===== src/rtl/updn_button_ctrl.sv =====
// Two-button up/down command generator: sync, debounce and arbitration into clean commands.
// Define UPDN_PULSE_EN to turn the held-button level into auto-repeat pulses every RPT_CYCLES cycles.
//
//   state | meaning
//   IDLE  | no debounced button owns the output
//   UP    | up button owns the output, down ignored until up releases
//   DOWN  | down button owns the output, up ignored until down releases
//   LOCK  | both pressed together, commands suppressed until both release
module updn_button_ctrl #(
    parameter int unsigned DEB_CYCLES = 4,
    parameter int unsigned RPT_CYCLES = 8
) (
    input  logic clock,
    input  logic reset,
    input  logic btn_up_raw,
    input  logic btn_down_raw,
    output logic up,
    output logic down,
    output logic conflict
);

    localparam logic [1:0] S_IDLE = 2'd0;
    localparam logic [1:0] S_UP   = 2'd1;
    localparam logic [1:0] S_DOWN = 2'd2;
    localparam logic [1:0] S_LOCK = 2'd3;

    localparam logic [15:0] DEB_LAST = 16'(DEB_CYCLES - 1);

    if (DEB_CYCLES < 1 || DEB_CYCLES > 65535 || RPT_CYCLES < 2 || RPT_CYCLES > 65535) begin : g_bad_cfg
        $error("updn_button_ctrl: DEB_CYCLES or RPT_CYCLES out of range");
    end

    // bit 0 = up button, bit 1 = down button
    logic [1:0] sync_a;
    logic [1:0] sync_b;
    logic [1:0] db;
    logic [1:0] state;
    logic [1:0] state_nxt;

    always_ff @(posedge clock or posedge reset) begin
        if (reset) begin
            sync_a <= 2'b00;
            sync_b <= 2'b00;
        end else begin
            sync_a <= {btn_down_raw, btn_up_raw};
            sync_b <= sync_a;
        end
    end

    for (genvar i = 0; i < 2; i++) begin : g_deb
        logic [15:0] deb_cnt;

        always_ff @(posedge clock or posedge reset) begin
            if (reset) begin
                deb_cnt <= 16'd0;
                db[i]   <= 1'b0;
            end else if (sync_b[i] == db[i]) begin
                deb_cnt <= 16'd0;
            end else if (deb_cnt == DEB_LAST) begin
                db[i]   <= sync_b[i];
                deb_cnt <= 16'd0;
            end else begin
                deb_cnt <= deb_cnt + 16'd1;
            end
        end
    end

    always_comb begin
        state_nxt = state;
        case (state)
            S_IDLE: begin
                if (db[0] && db[1])   state_nxt = S_LOCK;
                else if (db[0])       state_nxt = S_UP;
                else if (db[1])       state_nxt = S_DOWN;
            end
            S_UP:    if (!db[0])           state_nxt = S_IDLE;
            S_DOWN:  if (!db[1])           state_nxt = S_IDLE;
            default: if (!db[0] && !db[1]) state_nxt = S_IDLE;
        endcase
    end

    always_ff @(posedge clock or posedge reset) begin
        if (reset) state <= S_IDLE;
        else       state <= state_nxt;
    end

    assign conflict = (state == S_LOCK);

`ifdef UPDN_PULSE_EN
    localparam logic [15:0] RPT_LAST = 16'(RPT_CYCLES - 1);

    logic [15:0] rpt_cnt;

    // UP/DOWN are only ever entered from IDLE, where the count is held at zero
    always_ff @(posedge clock or posedge reset) begin
        if (reset) begin
            rpt_cnt <= 16'd0;
        end else if (state == S_UP || state == S_DOWN) begin
            rpt_cnt <= (rpt_cnt == RPT_LAST) ? 16'd0 : rpt_cnt + 16'd1;
        end else begin
            rpt_cnt <= 16'd0;
        end
    end

    assign up   = (state == S_UP)   && (rpt_cnt == 16'd0);
    assign down = (state == S_DOWN) && (rpt_cnt == 16'd0);
`else
    assign up   = (state == S_UP);
    assign down = (state == S_DOWN);
`endif

endmodule

===== config.mk =====
export PLATFORM = sky130hd
export DESIGN_NAME = updn_button_ctrl
export DESIGN_NICKNAME = d
export VERILOG_FILES = /design/src/rtl/updn_button_ctrl.sv
export SDC_FILE = /design/constraint.sdc
export NUM_CORES = 1
export LEC_CHECK = 0
export BUFFER_PORTS_ARGS = -buffer_cell sky130_fd_sc_hd__clkbuf_2
export CAP_MARGIN = 20
export CORE_MARGIN = 3
export CORE_UTILIZATION = 44
export CTS_CLUSTER_DIAMETER = 120
export DETAILED_ROUTE_END_ITERATION = 10
export PLACE_DENSITY = 0.64
export SETUP_SLACK_MARGIN = 0.3
export SLEW_MARGIN = 10
export SYNTH_ARGS = -nofsm -noshare
export SYNTH_HDL_FRONTEND = slang
export SYNTH_SLANG_ARGS = --single-unit

===== constraint.sdc =====
create_clock -name clock -period 1.5 [get_ports clock]
set_input_delay 0.15 -clock clock [delete_from_list [all_inputs] [get_ports clock]]
set_output_delay 0.15 -clock clock [all_outputs]
set_load 0.02 [all_outputs]

==> run_results.csv, run 1 <==
group,metric,value,unit
yosys,syn-num-nets,213,
clocking,cts.clk_slew.worst_paths,0.08,ns
sta,clock.fmax,662,MHz
detailed_routing,dr.pass1.iters,4,
outcome,status,"finished with violations",
clocking,cts_tree,"built",
yosys,synthesis.area,1980,sq um
yosys,avgSynthCellArea,9.73,sq um
outcome,violations,"setup timing",
detailed_routing,final_antenna_net_count,0,
yosys,yosysSeqAreaShare,0.507,
grt,track_usage,0.205,
detailed_routing,wl_per_cell,16.6,um
placement,io_buffers,6,
grt,grt_pass1_wl,8.41,mm
sta,skew,0.00964,ns
finish,fill_cells,258,
sta,final-hold-violation-count,0,
power,power.leakage,1.32,nW
detailed_routing,wl_met2,2.79,mm
critical_path,path_class,"reg2reg",
critical_path,worstPathMaxFanout,4,
sta,grt_setup_unrepaired,"true",
detailed_routing,via_per_inst,5.61,
clocking,clockBufferDepth,2,
worst_hold_path,hp-class,"reg2reg",
floorplan,start_util,0.473,
yosys,ys_types,29,
critical_path,critPathLaunchType,"register",
grt,antenna_found_initial,0,
power,ir_drop,0.00134,V
power,power.total,4.09,mW
sta,maxSlewViolCount,0,
grt,grt_max_degree,41,
floorplan,rows,23,
clocking,cts_sinks,40,
clocking,htreeDepth,2,
critical_path,worstPathRequired,1.68,ns
placement,gp_congestion,0.848,
grt,grt_pass1_vias,1846,
clocking,clockRootBuffer,"clkbuf_8",
grt,grt_overflow_total,0,
placement,hpwl,2.76,mm
finish,area_delta_synth_final,57.2,%
yosys,ys_seq_elements,40,
detailed_routing,drc_errors,0,
sta,setup_viol,1,
sta,fin_crit,1.51,ns
floorplan,boundaryPins,7,
job,maxCapViolCount,0,
placement,place_area,2250,sq um
finish,final_cell_mix,"buf_4 (37), dfrtp_1 (30), nor2_1 (21)",
floorplan,die_w,73.0,um
sta,tightest_slew,0.515,ns
detailed_routing,routed_wirelength,5.22,mm
clocking,cts_made_buffers,5,
finish,diodes,0,
detailed_routing,drt_iter0_markers,89,
detailed_routing,drt-met1-wl,2.10,mm
critical_path,endpoint_kind,"register",
finish,fin_nets,274,
sta,setup_slack,-0.0113,ns
sta,fin_crit_sh,1.01,
floorplan,fp.dieH,73.0,um
yosys,netlist_instances,203,
yosys,yosysWarnings,0,
floorplan,dieArea,5330,sq um
sta,relSlewSlack,0.656,
finish,design_area,3110,sq um
clocking,clock_latency,0.29,ns
critical_path,cp.arrival,1.69,ns
detailed_routing,top_layer,"met4",
power,powerDensity,1320,nW/um^2
finish,layout-drive-gt1-share,0.502,
detailed_routing,wl_met3,151,um
finish,final_common_cell,"buf_4",
detailed_routing,vias,1766,
floorplan,core,4170,sq um
==> worst paths after layout <==
kind / startpoint / end / slack, ns / cells after the start
max: g_deb[0].deb_cnt[1]$_DFF_PP0_ / db[0]$_DFFE_PP0P_ / -0.01 / 5
min: sync_a[0]$_DFF_PP0_ / sync_b[0]$_DFF_PP0_ / 0.36 / 0
max reg2reg: g_deb[0].deb_cnt[1]$_DFF_PP0_ / db[0]$_DFFE_PP0P_ / -0.01 / 5
min reg2reg: sync_a[0]$_DFF_PP0_ / sync_b[0]$_DFF_PP0_ / 0.36 / 0
max in group asynchronous: reset / g_deb[0].deb_cnt[9]$_DFF_PP0_ / 0.61 / 4
min in group asynchronous: reset / sync_b[1]$_DFF_PP0_ / 0.49 / 4
==> through the flow <==
| step | setup slack (ns) | hold slack [ns] | TNS (ns) | util | std cells |
|---|---|---|---|---|---|
| after global routing | -0.0822 | 0.386 | -0.262 | 0.744 | 315 |
| final | -0.0113 | 0.362 | -0.0113 | 0.744 | 315 |
| after detailed placement | -0.0220 | 0.265 | -0.158 | 0.539 | 269 |
| after CTS | 0.0422 | 0.360 | 0 | 0.679 | 304 |
| after floorplan | 0.129 | 0.181 | 0 | - | 203 |
| after global placement | 0.00245 | 0.263 | 0 | 0.539 | 269 |
==> cell usage after synthesis <==
master	n	area [sq um]
inv_1	7	26.3
or2_1	1	6.26
nor3_1	10	50.1
a21oi_1	3	15.0
nand4_1	10	62.6
a31oi_1	1	6.26
nor4_1	10	62.6
or3_1	1	6.26
nand2b_1	1	6.26
nand4_2	1	12.5
and4_1	1	8.76
nor4b_1	2	17.5
and3_1	2	12.5
xor2_1	9	78.8
o21ai_0	5	25.0
nand2_1	14	52.6
a32oi_1	1	8.76
or3b_2	1	8.76
buf_2	4	20.0
mux2_2	2	22.5
nand3_1	11	55.1
ha_1	6	75.1
a21o_1	1	7.51
or2_0	1	6.26
clkbuf_1	1	3.75
dfrtp_1	40	1000
nand3b_1	1	7.51
xnor2_1	20	175
nor2_1	36	135
==> routing by layer <==
metal,global-route usage,vias to the layer above
li1,-,823
met2,0.355,41
met5,0,-
met4,0.105,0
met1,0.237,882
met3,0.0427,20
==> worst max-delay path: stages, from the launching register on <==
cell and delay [ns]:
dfrtp_1 0.40, ha_2 0.22, nor4b_4 0.18, nand4_1 0.15
buf_6 0.18, mux2_2 0.27
==> kinds of logic (layout without fill, tap and decap cells) <==
kind of cell	Yosys count	in the layout	synth area share
AOI/OAI and AO/OA	11	11	0.0317
xor gates and xnor gates	29	29	0.129
adders and majority gates	6	6	0.0380
buffers and inverters	12	72	0.0253
DFF	40	40	0.507
muxes	2	2	0.0114
and+or+nand+nor	103	105	0.258
==> cell type report <==
| type | instances | area [sq um] | share of cell area |
|---|---|---|---|
| multi-input combinational | 153 | 1390 | 0.447 |
| clock inverter | 3 | 46.3 | 0.0149 |
| timing repair buffer | 57 | 497 | 0.160 |
| clock buffer | 5 | 68.8 | 0.0222 |
| tap | 50 | 62.6 | 0.0201 |
| inverter | 7 | 28.8 | 0.00927 |
| sequential | 40 | 1010 | 0.326 |
==> power by group <==
group	switching, mW	internal, mW	total (mW)
Sequential	0.183	1.20	1.38
Combinational	0.894	0.903	1.80
Clock	0.408	0.501	0.909
==> state kept, by name, indices dropped and copies added (netlist names) <==
| register | flops |
|---|---|
| db | 2 |
| g_deb.deb_cnt | 32 |
| state | 2 |
| sync_a | 2 |
| sync_b | 2 |
==> timing repair <==
action,CTS,global route
buffers inserted,22,11
endpoints found under the setup margin,39,39
hold buffers,3,0
gates resized for setup,51,44
pin swaps,33,18
cloned,2,0
endpoints found under the hold margin,42,0
Note: power is estimated with default switching activity, not from simulation.
==> run 2, diff against run 1 <==
--- a/config.mk
+++ b/config.mk
@@ -9,8 +9,10 @@
 export CAP_MARGIN = 20
 export CORE_MARGIN = 3
 export CORE_UTILIZATION = 44
+export CTS_BUF_LIST = sky130_fd_sc_hd__clkbuf_4
 export CTS_CLUSTER_DIAMETER = 120
 export DETAILED_ROUTE_END_ITERATION = 10
+export GPL_TIMING_DRIVEN = 0
 export PLACE_DENSITY = 0.64
 export SETUP_SLACK_MARGIN = 0.3
 export SLEW_MARGIN = 10
==> run 2 against run 1 <==
  * The flow still finishes with violations (setup timing)
  * Design area is 13% lower
  * Total power down 6.7%
  * Clock power down 39%
  * Flip-flop and latch count is the same
  * Critical path type unchanged
  * Largest power group unchanged
==> run_results.csv, run 2 (synthesized netlist as in run 1, its figures left out) <==
group,metric,value,unit
clocking,clockRootBuffer,"clkbuf_4",
clocking,cts.clk_slew.worst_paths,0.11,ns
job,maxCapViolCount,0,
detailed_routing,routed_wirelength,4.54,mm
floorplan,core,4170,sq um
critical_path,rrSetupSlack,-0.03,ns
clocking,cts_tree,"built",
sta,skew,0.0113,ns
clocking,cts_sinks,40,
placement,io_buffers,6,
power,power.total,3.81,mW
critical_path,cp_slowest_stage_delay,0.37,ns
worst_hold_path,holdPathEnd,"sync_b[1]$_DFF_PP0_",
clocking,htreeDepth,2,
power,power.share.combinational,0.510,
power,power.switching,1.39,mW
worst_hold_path,hp-class,"reg2reg",
floorplan,rows,23,
placement,dp_slack,-0.122,ns
finish,fin_nets,257,
detailed_routing,drt_iter0_markers,88,
clocking,clock_latency,0.34,ns
finish,top_register,"g_deb.deb_cnt",
critical_path,rr_worst_depth,5,
worst_hold_path,min_from,"sync_a[1]$_DFF_PP0_",
grt,grt_overflow_total,0,
floorplan,fp.dieH,73.0,um
critical_path,timing.rr.start,"g_deb[0].deb_cnt[1]$_DFF_PP0_",
placement,place_area,2170,sq um
sta,fin_setup_tns,-0.179,ns
sta,tightest_slew,0.674,ns
power,p_clk_frac,0.146,
sta,setup_viol,12,
sta,fin_crit,1.53,ns
critical_path,critPathLaunchType,"register",
grt,grt_max_degree,41,
finish,layout-drive-gt1-share,0.399,
detailed_routing,via_per_inst,5.59,
worst_hold_path,hold_path_depth,0,
sta,fin_crit_sh,1.02,
finish,final_cell_mix,"dfrtp_1 (33), nor2_1 (24), xnor2_1 (20)",
critical_path,worstPathMaxFanout,3,
detailed_routing,vias,1665,
critical_path,path_cells,"ha_2 > nor4b_4 > nand4_1 > buf_4 > mux2_2",
grt,grt_pass1_wl,7.31,mm
finish,final_common_cell,"dfrtp_1",
power,power.leakage,1.05,nW
grt,antenna_found_initial,0,
critical_path,worstPathRequired,1.74,ns
critical_path,endpoint_kind,"register",
clocking,cts_made_buffers,5,
power,power.internal,2.42,mW
detailed_routing,drc_errors,0,
placement,hpwl,2.56,mm
grt,grt_pass1_vias,1661,
critical_path,path_class,"reg2reg",
power,powerDensity,1400,nW/um^2
sta,final-hold-violation-count,0,
floorplan,start_util,0.473,
grt,track_usage,0.178,
outcome,violations,"setup timing",
finish,fill_cells,340,
power,ir_drop,0.00135,V
critical_path,cp_slowest_cell,"dfrtp_1",
clocking,clockBufferDepth,2,
detailed_routing,final_antenna_net_count,0,
sta,grt_setup_unrepaired,"true",
finish,multi_input_area,1170,sq um
sta,maxSlewViolCount,0,
critical_path,rr_endpoint,"db[0]$_DFFE_PP0P_",
placement,gp_congestion,0.840,
finish,fin_cells,298,
detailed_routing,dr.pass1.iters,4,
floorplan,boundaryPins,7,
finish,diodes,0,
sta,setup_slack,-0.0317,ns
finish,largest_reg_flops,32,
floorplan,die_w,73.0,um
finish,area_delta_synth_final,37.4,%
floorplan,dieArea,5330,sq um
placement,post-place-cells,259,
sta,relSlewSlack,0.550,
critical_path,cp.arrival,1.77,ns
outcome,status,"finished with violations",
finish,design_area,2720,sq um
finish,ff_latch_area,1010,sq um
detailed_routing,wl_per_cell,15.2,um
power,pwr-share-seq,0.344,
sta,clock.fmax,653,MHz
power,swShare,0.365,
## run 2: layout make-up
class                   count  area share
plain buffers               5      0.0138
clock buffers               7      0.0194
clock inverters             1     0.00138
inverters                   7      0.0111
multi-input cells         151       0.432
flip-flops and latches     40       0.372
well taps                  50      0.0230
repair buffers             37       0.127
## run 2: repair_timing
item	4_1_cts	5_1_grt
buffers inserted	17	9
setup endpoints to repair	39	43
pin swaps	14	11
hold endpoints to repair	42	0
gates resized for setup	27	41
cloned	1	1
hold buffers	3	0
## run 2: per-stage QoR
step                      utilization  hold WS [ns]
after global routing            0.651         0.381
after global placement          0.521         0.262
final                           0.651         0.364
after CTS                       0.599         0.367
after floorplan                     -         0.181
after detailed placement        0.521         0.265
## run 2: how the worst max path moves through the flow
stage	start	to	slack, ns	depth (start not counted)
2_1_floorplan	g_deb[0].deb_cnt[0]$_DFF_PP0_	g_deb[0].deb_cnt[0]$_DFF_PP0_	0.13	6
3_3_place_gp	reset	state[0]$_DFFE_PP0P_	-0.11	2
3_5_place_dp	g_deb[0].deb_cnt[0]$_DFF_PP0_	g_deb[0].deb_cnt[8]$_DFF_PP0_	-0.12	6
4_1_cts	g_deb[1].deb_cnt[1]$_DFF_PP0_	g_deb[1].deb_cnt[13]$_DFF_PP0_	0.02	5
5_1_grt	state[1]$_DFFE_PP0P_	state[0]$_DFFE_PP0P_	-0.10	5
6_report	g_deb[0].deb_cnt[1]$_DFF_PP0_	db[0]$_DFFE_PP0P_	-0.03	5
## run 2: power by group through the flow
stage	combinational, mW	sequential [mW]	clock (mW)
detailed placement	1.05	1.35	0
floorplan	0.837	1.32	0
global placement	0.978	1.34	0
finish	1.95	1.31	0.555
global route	2.10	1.33	0.623
CTS	1.54	1.30	0.580
## run 2: critical path, delay by kind of cell, from the launching register on
kind | cells | cell delay, ns
buf+inv | 1 | 0.20
fa+ha+maj | 1 | 0.21
simple gates | 2 | 0.40
mux | 1 | 0.26
flops | 1 | 0.37
## run 2: metal layers
| layer | vias to the layer above | GRT usage | wire length, um |
|---|---|---|---|
| li1 | 789 | - | - |
| met1 | 826 | 0.207 | 1970 |
| met2 | 37 | 0.307 | 2290 |
| met3 | 13 | 0.0441 | 162 |
| met4 | 0 | 0.0799 | 121 |
| met5 | - | 0 | 0 |
